`src/rtl/mux_rr_arbiter_pkg.sv`:
```
// Shared constants, requester index type and the rotating
// priority pick used by the round-robin arbiter.
package mux_rr_arbiter_pkg;

   localparam int NUM_REQ = 8;
   localparam int SRC_W   = 3;

   typedef logic [SRC_W-1:0]   req_idx_t;
   typedef logic [NUM_REQ-1:0] req_vec_t;

   // First set bit scanning start, start+1, ... with wrap.
   function automatic req_idx_t rr_pick(
      input req_vec_t req,
      input req_idx_t start
   );
      req_idx_t res;
      req_idx_t idx;
      res = start;
      for (int i = NUM_REQ - 1; i >= 0; i--) begin
         idx = start + req_idx_t'(i);
         if (req[idx]) res = idx;
      end
      return res;
   endfunction

endpackage

```
`src/rtl/mux_rr_arbiter_mux.sv`:
```
// 8:1 word multiplexer shared by all requesters.
// Purely combinational; select comes from the arbiter grant.
module mux_8x1
   import mux_rr_arbiter_pkg::*;
#(
   parameter int WIDTH = 16
) (
   input  logic [SRC_W-1:0]         sel_i,
   input  logic [NUM_REQ*WIDTH-1:0] data_i,
   output logic [WIDTH-1:0]         data_o
);

   always_comb begin
      data_o = data_i[32'(sel_i)*WIDTH +: WIDTH];
   end

endmodule

```
`src/rtl/mux_rr_arbiter.sv`:
```
// Round-robin arbiter with bounded bursts feeding one registered
// valid/ready output stage through a shared 8:1 data mux.
module mux_rr_arbiter
   import mux_rr_arbiter_pkg::*;
#(
   parameter int WIDTH     = 16,
   parameter int BURST_MAX = 4
) (
   input  logic                     CLK,
   input  logic                     RST,
   input  logic [NUM_REQ-1:0]       REQ,
   input  logic [NUM_REQ*WIDTH-1:0] IN_BUS,
   output logic [NUM_REQ-1:0]       ACK,
   output logic [WIDTH-1:0]         OUT_DATA,
   output logic [SRC_W-1:0]         OUT_SRC,
   output logic                     OUT_VALID,
   input  logic                     OUT_READY
);

   localparam int CNT_W = (BURST_MAX > 1) ? $clog2(BURST_MAX) : 1;
   localparam logic [CNT_W-1:0] CNT_LAST = CNT_W'(BURST_MAX - 1);

   req_idx_t         ptr_q, ptr_d;
   logic [CNT_W-1:0] cnt_q, cnt_d;
   logic             valid_q, valid_d;
   logic [WIDTH-1:0] data_q, data_d;
   req_idx_t         src_q, src_d;

   logic             load;
   logic             keep;
   req_idx_t         grant;
   logic [WIDTH-1:0] mux_out;

   mux_8x1 #(
      .WIDTH (WIDTH)
   ) u_data_mux (
      .sel_i  (grant),
      .data_i (IN_BUS),
      .data_o (mux_out)
   );

   // Owner keeps the grant while requesting and under its burst limit.
   always_comb begin
      load  = (|REQ) & (~valid_q | OUT_READY);
      keep  = REQ[ptr_q] & (cnt_q < CNT_LAST);
      grant = keep ? ptr_q : rr_pick(REQ, ptr_q + req_idx_t'(1));
      ACK   = '0;
      if (load && !RST) ACK = NUM_REQ'(1) << grant;
   end

   always_comb begin
      ptr_d   = ptr_q;
      cnt_d   = cnt_q;
      valid_d = valid_q;
      data_d  = data_q;
      src_d   = src_q;
      if (load) begin
         valid_d = 1'b1;
         data_d  = mux_out;
         src_d   = grant;
         if (keep) begin
            cnt_d = cnt_q + CNT_W'(1);
         end else begin
            ptr_d = grant;
            cnt_d = '0;
         end
      end else if (OUT_READY) begin
         valid_d = 1'b0;
      end
   end

   always_ff @(posedge CLK or posedge RST) begin
      if (RST) begin
         ptr_q   <= req_idx_t'(NUM_REQ - 1);
         cnt_q   <= '0;
         valid_q <= 1'b0;
         data_q  <= '0;
         src_q   <= '0;
      end else begin
         ptr_q   <= ptr_d;
         cnt_q   <= cnt_d;
         valid_q <= valid_d;
         data_q  <= data_d;
         src_q   <= src_d;
      end
   end

   assign OUT_DATA  = data_q;
   assign OUT_SRC   = src_q;
   assign OUT_VALID = valid_q;

endmodule

```
`config.mk`:
```
export PLATFORM = sky130hd
export DESIGN_NAME = mux_rr_arbiter
export DESIGN_NICKNAME = d
export VERILOG_FILES = /design/src/rtl/mux_rr_arbiter_pkg.sv /design/src/rtl/mux_rr_arbiter_mux.sv /design/src/rtl/mux_rr_arbiter.sv
export SDC_FILE = /design/constraint.sdc
export NUM_CORES = 1
export LEC_CHECK = 0
export ABC_AREA = 1
export CAP_MARGIN = 40
export CORE_ASPECT_RATIO = 0.7
export CORE_MARGIN = 5
export CORE_UTILIZATION = 45
export DETAILED_ROUTE_END_ITERATION = 8
export GPL_TIMING_DRIVEN = 0
export MAX_ROUTING_LAYER = met4
export PLACE_DENSITY = 0.88
export SLEW_MARGIN = 20
export SYNTH_ARGS = -nofsm -noshare
export SYNTH_HDL_FRONTEND = slang
export SYNTH_SLANG_ARGS = --single-unit
```
`constraint.sdc`:
```
create_clock -name CLK -period 8 [get_ports CLK]
set_clock_uncertainty 0.2 [all_clocks]
set_input_delay 0.8 -clock CLK [delete_from_list [all_inputs] [get_ports CLK]]
set_output_delay 0.8 -clock CLK [all_outputs]
set_load 0.05 [all_outputs]
```
-- Word-level counts from Yosys, hierarchy flattened
Index checks and enable logic that the tools add are counted.
- register bits: 25
- word-level logic and storage cells: 67
- bitwise operators: 5
- muxes and demuxes: 31
- order comparisons: 10
- shifts and indexed selects: 2
- add/subtract/negate cells: 9
- reduce and logical (&&, ||, !) cells: 5
- operators by type and width (operator ; number):
    $shiftx 128x8->16 ; 1
    $lt 3x4->1 const B ; 9
    $bmux 1 s3 ; 9
    $mux 3 ; 9
    $add 3x3->3 const B ; 4
    $mux 1 ; 11
    $mux 8 ; 1
    $reduce_or 8->1 ; 1
    $shl 1x3->8 const A ; 1
    $add 3x1->3 const B ; 2
    $add 3x2->3 const B ; 2
    $add 2x1->2 const B ; 1
    $and 1x1->1 ; 2
    $lt 2x2->1 const B ; 1
    $mux 2 ; 1
    $not 1->1 ; 2
    $reduce_and 2->1 ; 1
    $reduce_bool 2->1 ; 1
    $logic_and 1x1->1 ; 1
    $logic_not 1->1 ; 1
    $or 1x1->1 ; 1

-- Depth between registers and ports, before layout
- word-level depth: 15
- depth in mapped cells: 29
- mapped depth without buffers: 26

-- Hierarchy
Synthesis repeated with hierarchy kept, for this count alone.
- cells, all modules: 750
- area, all modules: 3741.1 um2
- modules (own cells, without submodules) (module ; seq. area each (um2) ; area an instance (um2) ; cells an instance ; times used):
    mux_rr_arbiter ; 629.4 ; 1979.4 ; 324 ; 1
    mux_8x1 ; 0.0 ; 1761.7 ; 426 ; 1

-- Least setup slack after synthesis
Ideal clock, no wire load.
- kind: reg-to-output
- start: register ptr_q[0]
- end: output port ACK[0]
- arrival time: 3.264 ns
- data required time: 7.000 ns
- cell stages (with the launch flop): 25
- setup slack: 3.736 ns
- path through: dfstp_2 -> inv_2 -> ha_1 -> buf_4 -> inv_2 -> nand2_1 -> nand2_4 -> inv_2 -> nand2_1 -> nand2_2 -> nand2_1 -> nand2_2 -> nor2_1 -> o21ai_1 -> nand3_1 -> nand3_1 -> nand2_1 -> nand2_1 -> nand2_1 -> nand2_1 -> nand2_2 -> nand2_1 -> nor2_4 -> nand2_1 -> nor2_1
- longest elaborated chain between the ends: 15
- RTL lines (item ; RTL line ; source):
    start: declaration ; mux_rr_arbiter.sv:23 ; req_idx_t ptr_q, ptr_d;
    start signal: assignment ; mux_rr_arbiter.sv:74 ; ptr_q <= req_idx_t'(NUM_REQ - 1);
    start signal: assignment ; mux_rr_arbiter.sv:80 ; ptr_q <= ptr_d;
    $add 3x1->3 ; mux_rr_arbiter.sv:46 ; grant = keep ? ptr_q : rr_pick(REQ, ptr_q + req_idx_t'(1));
    $add 3x3->3 ; mux_rr_arbiter_pkg.sv:20 ; idx = start + req_idx_t'(i);
    $bmux 1 s3 ; mux_rr_arbiter_pkg.sv:21 ; if (req[idx]) res = idx;
    $mux 1 (implied by the code) ; mux_rr_arbiter_pkg.sv:21 ;
    $mux 3 (8 in a row) ; mux_rr_arbiter_pkg.sv:21 ;
    $mux 3 (*) ; mux_rr_arbiter.sv:46 ;
    $shl 1x3->8 (*) ; mux_rr_arbiter.sv:48 ; if (load && !RST) ACK = NUM_REQ'(1) << grant;
    $mux 8 (*) ; mux_rr_arbiter.sv:48 ;
    end: declaration ; mux_rr_arbiter.sv:13 ; output logic [NUM_REQ-1:0] ACK,
Every way passes the cells marked *; elsewhere a longest branch is shown, timed or not. The select of a mux whose other input is x is not followed.

-- Final worst setup path
- start: register ptr_q[0]
- end: output port ACK[5]
Same word-level chain as after synthesis.

==> reports/qor.txt <==
Worst r2r dst - OUT_DATA[9]
Final WL - 12760 um
Dpl hpwl - 10800 um
Netlist cell types - 27
Hold path startpoint - OUT_SRC[1]
Largest net degree at the start of global routing - 20
Synth Instances - 622
Area growth syn-to-layout - 55.41%
WP data required - 7000 ps
Final-report hold violation count - 0
First-pass iteration count of the detailed router - 5
Via density - 5.167
Initial antenna violation count - 0
PnR worst setup slack - 2649 ps
DP Worst Slack - 2950 ps
Status - finished clean
Final Max Tran Viols - 0
Reg2Reg Setup Slack - 4350 ps
Clock Latency Late Sink - 270 ps
Ports - 167
Clock Sinks - 25
Worst Hold Depth - 2
# hold bufs at CTS - 0
Die Ht - 82.20 um
Total CTS buffers - 3
R2R Path Start - ptr_q[0]
Async SR Flop Fraction - 100.0%
Synth top area cells - nand2_1 (40%), dfrtp_1 (16%), nand3_1 (16%)
Routed via count - 4604
EDFF count, synth - 0
Initial Utilization - 45.98%
Gr usage total - 26.99%
Top-area cell type share of the netlist area - 39.88%
Final setup fails - 0
Most numerous cell on the critical path - nand2_1
DRC violation count after routing - 0
Hold Path End - OUT_SRC[1]
IO buf count - 166
Ant. Diodes - 0
CP Capture Type - primary output
Cell at the slowest stage of the critical path - clkdlybuf4s50_1
Ys flop type - dfrtp_1
Most frequent cells after synthesis - nand2_1 (356), nand3_1 (105), inv_1 (25)
Setup CP Type - reg -> out
Routed len/inst - 14.32 um
DRT iter0 DRCs - 358
Antenna Nets Post-Route - 0
Ys Warns - 0
Worst path max stage delay - 820 ps
CP startpoint kind - flip-flop
Flip-flop and latch count after synthesis - 25
Period minus WS final - 5351 ps
Most frequent cell after synthesis - nand2_1
Worst-case clock buffer depth - 2
Worst-Margin Slew - 562.1 ps
Gpl congestion - 0.9504
GRT overflow - 0
Fin crit share - 66.88%
Crit path buf inv count - 6
RSZ-0062 raised after global routing - false
Final net count - 936
Final core area utilization - 71.46%
Vias in the first global route - 4220
Post-CTS Resized - 0
Root buf cell - clkbuf_8
Setup Total Neg Slack - 0 ps
WP data arrival - 4350 ps
Mapped Area - 3351 um2
Mapped Nets - 764
Max Cap Viol - 0
Crit path max fanout - 10
Hold WC Path Type - reg -> reg
Crit-path leading delay family - buffers and inverters
Total core area - 7287 um2
F_max - 186.9 MHz
Die area - 9299 um2
Setup Fix Bufs, Post-CTS - 0
Htree depth - 1
CTS tree - built
Worst R2R Path Depth - 25
Max_slew headroom - 62.41%
Row cnt - 26
Seq/Total Area, Yosys - 18.78%
Share of layout cells above drive strength 1 - 8.953%
Global-route wire length before repair - 20000 um
Critical-path cell list - inv_2 > ha_1 > buf_4 > inv_2 > nand2_1 > nand2_4 > inv_2 > nand2_1 > nand3_1 > nand2_1 > nand2_1 > nand3_1 > nand4_1 > nand3_1 > nand2_1 > nand2_1 > nand3_1 > nand2_1 > buf_2 > nand2_1 > nor2_1 > clkdlybuf4s50_1
Syn_area_per_cell - 5.387 um2
Area leader, netlist - nand2_1
Reg clk slew, reported paths - 90 ps
Chip width - 113.1 um
## stage by stage
step / area [um2] / hold WS, ps / cells
floorplan: 3351 / 257.0 / 622
global placement: 5135 / 269.8 / 886
global route: 5207 / 338.7 / 891
finish: 5207 / 300.2 / 891
detailed placement: 5162 / 281.4 / 887
CTS: 5207 / 303.7 / 891
## state kept, by name (all words and copies together), names as in the netlist
signal,flops
OUT_SRC,3
cnt_q,2
OUT_DATA,16
OUT_VALID,1
ptr_q,3
## layout make-up
class                   instances  area (um2)
fillers                       613        2079
plain buffers                  34       299.0
inverters                      32       120.1
flip-flops and latches         25       629.4
repair buffers                167        1689
clock buffers                   4       45.04
well taps                      98       122.6
multi-input cells             531        2302
## logic make-up (layout without fill, tap and decap cells)
group,count (synthesis),count (layout),synth area share [%]
flops,25,25,18.78
simple gates,503,503,63.14
compound gates,25,25,4.444
buf+inv,66,237,12.51
fa+ha+maj,3,3,1.120
## placed cells by master, fill, tap and decap left out, types with 3 or more instances in the layout
cell type	instances
a21oi_1	3
buf_2	10
buf_4	5
buf_6	15
clkbuf_1	3
clkbuf_8	3
clkdlybuf4s50_1	166
dfrtp_1	22
dfstp_2	3
ha_1	3
inv_1	25
inv_2	7
nand2_1	356
nand2_2	15
nand2_4	5
nand3_1	105
nor2_1	17
o21ai_0	14
o21ai_1	3
## worst max path at each step
stage	end	depth (start not counted)	startpoint	slack [ps]
floorplan	ACK[0]	24	ptr_q[0]	3740
global placement	ACK[0]	19	REQ[2]	2990
detailed placement	ACK[5]	19	REQ[2]	2950
CTS	ACK[5]	22	ptr_q[0]	2660
global route	ACK[5]	22	ptr_q[0]	2350
finish	ACK[5]	22	ptr_q[0]	2650
## routing by layer
metal	up-vias	track usage [%]	wire length (um)
li1	2306	-	-
met1	2054	37.43	5697
met2	227	42.91	5731
met3	17	3.860	1180
met4	0	4.442	153
met5	-	-	0
## tightest hold or removal path: stages (launching register included)
cell and delay (ps):
dfrtp_1 360, nand2_1 50, o21ai_0 60
Power is not shown: default switching activity piles up to over one toggle a cycle in this logic, so the estimate is an artifact.
